===== config.mk =====
export PLATFORM = sky130hd
export DESIGN_NAME = pq_push_alloc
export DESIGN_NICKNAME = d
export VERILOG_FILES = /design/src/rtl/pq_push_alloc.sv
export SDC_FILE = /design/constraint.sdc
export NUM_CORES = 1
export LEC_CHECK = 0
export BUFFER_PORTS_ARGS = -buffer_cell sky130_fd_sc_hd__clkbuf_2
export CAP_MARGIN = 20
export CORE_MARGIN = 4
export CORE_UTILIZATION = 34
export CTS_BUF_LIST = sky130_fd_sc_hd__clkbuf_4
export CTS_CLUSTER_DIAMETER = 120
export DETAILED_ROUTE_END_ITERATION = 16
export PLACE_DENSITY = 0.61
export SLEW_MARGIN = 0
export SYNTH_ARGS = -nofsm -noshare
export SYNTH_HDL_FRONTEND = slang
export SYNTH_SLANG_ARGS = --single-unit

===== constraint.sdc =====
create_clock -name clk_i -period 7.8 [get_ports clk_i]
set_input_delay 0.78 -clock clk_i [delete_from_list [all_inputs] [get_ports clk_i]]
set_output_delay 0.78 -clock clk_i [all_outputs]
set_load 0.02 [all_outputs]

===== src/rtl/pq_push_alloc.sv =====
// Ingress allocator: pairs request data with a free cell ID from an internal free list and pushes {data,id} to the priority queue.
// Latency: one cycle from request handshake to push_valid_o. Releases are never stalled; requests stall when the list is empty or a push is held.
// Optional PQ_ALLOC_CHECK_EN adds an in-use bitmap that rejects out-of-range and double releases.

// Free-list storage: generic FIFO with a combinational head and an occupancy count.
// Latency: a write is visible at the head one cycle after it is accepted.
// Backpressure: none internally; the caller never reads when empty or writes when full.
module pq_fifo #(
    parameter int DEPTH = 16,
    parameter int WIDTH = 8,
    parameter int CNT_W = $clog2(DEPTH) + 1
) (
    input  logic             clk_i,
    input  logic             rst_ni,
    input  logic             wr_vld,
    input  logic [WIDTH-1:0] wr_dat,
    input  logic             rd_rdy,
    output logic [WIDTH-1:0] rd_dat,
    output logic [CNT_W-1:0] cnt
);
    localparam int PTR_W = (DEPTH > 1) ? $clog2(DEPTH) : 1;
    localparam logic [PTR_W-1:0] LAST = PTR_W'(DEPTH - 1);

    logic [WIDTH-1:0] mem [DEPTH];
    logic [PTR_W-1:0] rd_ptr;
    logic [PTR_W-1:0] wr_ptr;

    assign rd_dat = mem[rd_ptr];

    // Pointers wrap explicitly so non-power-of-two depths stay modulo DEPTH.
    always_ff @(posedge clk_i) begin
        if (!rst_ni) begin
            rd_ptr <= '0;
            wr_ptr <= '0;
            cnt    <= '0;
        end else begin
            if (wr_vld) begin
                wr_ptr <= (wr_ptr == LAST) ? '0 : wr_ptr + 1'b1;
            end
            if (rd_rdy) begin
                rd_ptr <= (rd_ptr == LAST) ? '0 : rd_ptr + 1'b1;
            end
            case ({wr_vld, rd_rdy})
                2'b10:   cnt <= cnt + 1'b1;
                2'b01:   cnt <= cnt - 1'b1;
                default: cnt <= cnt;
            endcase
        end
    end

    always_ff @(posedge clk_i) begin
        if (wr_vld) begin
            mem[wr_ptr] <= wr_dat;
        end
    end
endmodule

// Cell ID allocator in front of the priority queue.
// Latency: 1 cycle request-to-push; back-to-back requests give one push per cycle.
// Backpressure: req_ready_o drops while the free list is empty or a push is held by push_ready_i.
module pq_push_alloc #(
    parameter int QUEUE_DEPTH = 16,
    parameter int DATA_WIDTH  = 8,
    parameter int CNT_WIDTH   = $clog2(QUEUE_DEPTH),
    parameter int ID_WIDTH    = CNT_WIDTH + 1
) (
    input  logic                         clk_i,
    input  logic                         rst_ni,
    input  logic                         req_valid_i,
    output logic                         req_ready_o,
    input  logic [DATA_WIDTH-1:0]        req_data_i,
    output logic                         push_valid_o,
    input  logic                         push_ready_i,
    output logic [DATA_WIDTH+ID_WIDTH-1:0] push_cell_o,
    input  logic                         release_valid_i,
    input  logic [ID_WIDTH-1:0]          release_id_i,
    output logic [ID_WIDTH-1:0]          free_cnt_o,
    output logic                         init_done_o,
    output logic                         err_o
);
    localparam logic [ID_WIDTH-1:0] FULL_CNT = ID_WIDTH'(QUEUE_DEPTH);
    localparam logic [ID_WIDTH-1:0] LAST_ID  = ID_WIDTH'(QUEUE_DEPTH - 1);

    typedef enum logic {
        ST_INIT,
        ST_RUN
    } state_t;

    state_t              state;
    logic [ID_WIDTH-1:0] init_id;
    logic [ID_WIDTH-1:0] head_id;
    logic [ID_WIDTH-1:0] fl_wr_dat;
    logic                fl_wr;
    logic                run;
    logic                alloc;
    logic                id_ok;
    logic                rel_ok;

    assign run         = (state == ST_RUN);
    assign req_ready_o = run && (free_cnt_o != '0) && (!push_valid_o || push_ready_i);
    assign alloc       = req_valid_i && req_ready_o;

`ifdef PQ_ALLOC_CHECK_EN
    logic [QUEUE_DEPTH-1:0] in_use;

    assign id_ok = (release_id_i < FULL_CNT) && in_use[release_id_i[CNT_WIDTH-1:0]];

    // Clear before set: an ID cannot be released and reallocated in the same cycle anyway.
    always_ff @(posedge clk_i) begin
        if (!rst_ni) begin
            in_use <= '0;
        end else begin
            if (rel_ok) begin
                in_use[release_id_i[CNT_WIDTH-1:0]] <= 1'b0;
            end
            if (alloc) begin
                in_use[head_id[CNT_WIDTH-1:0]] <= 1'b1;
            end
        end
    end
`else
    assign id_ok = 1'b1;
`endif

    // A release that would overflow the list is dropped even if an allocate pops this cycle.
    assign rel_ok    = release_valid_i && run && (free_cnt_o != FULL_CNT) && id_ok;
    assign fl_wr     = run ? rel_ok : 1'b1;
    assign fl_wr_dat = run ? release_id_i : init_id;

    pq_fifo #(
        .DEPTH (QUEUE_DEPTH),
        .WIDTH (ID_WIDTH),
        .CNT_W (ID_WIDTH)
    ) u_free_list (
        .clk_i  (clk_i),
        .rst_ni (rst_ni),
        .wr_vld (fl_wr),
        .wr_dat (fl_wr_dat),
        .rd_rdy (alloc),
        .rd_dat (head_id),
        .cnt    (free_cnt_o)
    );

    always_ff @(posedge clk_i) begin
        if (!rst_ni) begin
            state        <= ST_INIT;
            init_id      <= '0;
            init_done_o  <= 1'b0;
            push_valid_o <= 1'b0;
            push_cell_o  <= '0;
            err_o        <= 1'b0;
        end else begin
            err_o <= release_valid_i && !rel_ok;

            if (state == ST_INIT) begin
                init_id <= init_id + 1'b1;
                if (init_id == LAST_ID) begin
                    state       <= ST_RUN;
                    init_done_o <= 1'b1;
                end
            end

            if (alloc) begin
                push_valid_o <= 1'b1;
                push_cell_o  <= {req_data_i, head_id};
            end else if (push_ready_i) begin
                push_valid_o <= 1'b0;
            end
        end
    end
endmodule

==> summary.md <==
| Metric | Value |
|---|---|
| Area grow syn2layout | 13.47% |
| NetSw | 0.2705 mW |
| Avg Cell Area, Syn | 14.59 um2 |
| Leakage | 1.903 nW |
| Initial Util | between 30 and 40% |
| Design area | 0.005448 mm2 |
| DP Area | 0.005155 mm2 |
| Cts hold-fix bufs | 0 |
| Max incr delay on CP | slightly below 800 ps |
| Port Buf Inserts | 39 |
| RePlAce Congestion | roughly 0.77 |
| TritonCTS Sinks | 115 |
| Final Hold Fails | 0 |
| IO Pins | 40 |
| Die area | 0.01609 mm2 |
| Synth Net Count | 359 |
| Fillers | approximately 1300 |
| Number of synthesized flops with an enable pin | 80 |
| Residual DRC | 0 |
| Post-synthesis sequential area ratio | 64.63% |
| Yosys reg bits | 115 |
| Synth cell types | 40 |
| First-pass GRT wire length | 14990 um |
| Fmax | 0.3125 GHz |
| CP Launch Type | register |
| CP max FO | 18 |
| Core area | around 0.014 mm2 |
| Hold WC Path Type | register to register |
| Outcome | complete, no violations |
| HPWL after detailed placement | around 6300 um |
| Detailed Route Iter0 Violations | approximately 240 |
| CTS Buf Count | 17 |
| MaxCap Viol Count | 0 |
| Final period utilization | 41.03% |
| Crit path cell chain | nand4_4 > inv_2 > ha_1 > inv_1 > fa_1 > nor2b_1 > o21ai_0 > nand3_1 > or3b_1 > mux2i_1 |
| PostCTS Resize Cnt | 0 |
| Post-CTS Setup Repair Bufs | 0 |
| Iteration count of the initial detailed-routing pass | 4 |
| WL final | 9422 um |
| Nets | roughly 400 |
| Die width | 126.8 um |
| Vias | 2756 |
| Setup TNS after final layout | 0 ps |
| CTS max path bufs | 2 |
| Synth area leaders | edfxtp_1 50%, dfxtp_1 15%, mux4_2 9.4% |
| Post-Synthesis Cells | approximately 330 |
| Mapped cell area | 0.004801 mm2 |
| DRT antenna net count | 0 |
| Ys Warns | 0 |
| Clk root buf | clkbuf_4 |
| Finished Core Util | roughly 39% |
| Clk network pwr share | between 30% and 40% |
| Clock latency at the later pin of the worst-skew pair | 530 ps |
| Sw Share | roughly 23% |
| Ratio of cells with drive above 1 in the final layout | between 20% and 30% |
| CP endpoint kind | register |
| Slowest stage cell, crit path | dfxtp_1 |
| Clk slew on worst S/H paths | 110 ps |
| Top-area cell type share of the netlist area | 50.04% |
| Largest net degree at the start of global routing | 39 |
| Gr ovfl total | 0 |
| # setup viols final | 0 |
| Unrepaired setup endpoints after global routing | false |
| Async SR Flop Fraction | 0% |
| Critical Path RT | 8220 ps |
| Most common cell after layout, fill and taps aside | edfxtp_1 |
| Fin. max-slew vios | 0 |
| TritonCTS clock tree | done |
| Power share of the combinational group | 4.7% |
| Row count | 43 |
| Worst slew pin tran | 823.5 ps |
| Die height | 126.8 um |
| Drt via density | approximately 5 |
| CP arrival | 3620 ps |
| Slew Limit Headroom | around 45% |
| WS Path Type | register to register |
| Most frequent cells in the layout | 80 x edfxtp_1, 39 x clkbuf_2, 38 x nand2_1, 35 x dfxtp_1, 20 x mux4_2 |
| WL/cell | around 17 um |
| Pint | 0.9085 mW |
| H-Tree Depth | 4 |
| Vias in the first global route | roughly 2800 |
| GR Util All Layers | 12.42% |
| Yosys top cell by area | edfxtp_1 |
| Min Tclk post-route | 3200 ps |
| Peak supply drop | 0.00009316 V |
| Main synth FF type | edfxtp_1 |
| Clock skew | 18.28 ps |
| WHS | 470.0 ps |
| Flop pwr share | 57.3% |
| Initial antenna violation count | 1 |
| Pwr dens | 216.4 mW/mm2 |
[flip-flops by register name (all words and copies together), names as in the netlist, 4 cells and up]
| register | cells |
|---|---|
| init_id | 5 |
| u_free_list.rd_ptr | 4 |
| u_free_list.mem | 80 |
| u_free_list.wr_ptr | 4 |
| u_free_list.cnt | 5 |
| push_cell_o | 13 |
[worst paths after layout]
path | start | to | slack (ps) | depth (start not counted)
max reg2reg | run$_SDFF_PN0_ | u_free_list.cnt[4]$_SDFFE_PN0P_ | 4600 | 10
min | push_cell_o[10]$_SDFFE_PN0P_ | push_cell_o[10]$_SDFFE_PN0P_ | 470 | 2
min reg2reg | push_cell_o[10]$_SDFFE_PN0P_ | push_cell_o[10]$_SDFFE_PN0P_ | 470 | 2
max | run$_SDFF_PN0_ | u_free_list.cnt[4]$_SDFFE_PN0P_ | 4600 | 10
[kinds of logic after synthesis]
family          count (synthesis)  synth area share [%]
buf+inv                        29                 2.632
compound gates                 39                 5.734
fa+ha+maj                      12                 3.284
xor+xnor                        8                 1.460
simple gates                   90                 9.435
flops                         115                 64.63
mux                            36                 12.82
[power groups by stage]
stage,Combinational (mW),Sequential [mW],Clock [mW]
2_1_floorplan,0.0356,0.688,0
3_3_place_gp,0.0551,0.688,0
3_5_place_dp,0.0560,0.689,0
4_1_cts,0.0563,0.675,0.461
5_1_grt,0.0618,0.677,0.491
6_report,0.0553,0.675,0.448
[worst max-delay path: cells and delay by family, from the launching register on]
| kind | cells | cell delay [ps] |
|---|---|---|
| simple gates | 4 | 950 |
| mux | 1 | 120 |
| compound gates | 1 | 110 |
| buf+inv | 2 | 430 |
| flops | 1 | 790 |
| fa+ha+maj | 2 | 700 |
[final cells by class]
type,count,area [um2],area share [%]
inverters,10,37.54,0.6890
repair buffers,42,217.7,3.996
clock buffers,17,127.6,2.343
flip-flops and latches,115,3103,56.96
diodes,1,2.502,0.04593
well taps,180,225.2,4.134
multi-input cells,185,1572,28.85
clock inverters,15,162.7,2.986
[cells in the mapped netlist (all sizes together) (7+ instances only)]
cell type,instances
nand2,38
dfxtp,35
o21ai,7
buf,8
and2,10
inv,10
clkbuf,11
a21boi,14
mux4,20
ha,11
mux2i,12
nor2,13
edfxtp,80
nand3,9
[routing by layer]
metal	wire length (um)	up-vias	global-route usage, %
met3	427	21	3.832
li1	-	1310	-
met4	207	0	5.994
met2	4590	64	19.86
met1	4196	1361	15.34
met5	0	-	0
[through the flow]
step | total power [mW] | std cells | worst slack [ps]
after floorplan | 0.7233 | 329 | 4851
final | 1.179 | 565 | 4600
after global placement | 0.7431 | 532 | 4516
after detailed placement | 0.7450 | 532 | 4434
after CTS | 1.193 | 564 | 4601
after global routing | 1.230 | 565 | 4365
(Power assumes the default switching activity.)
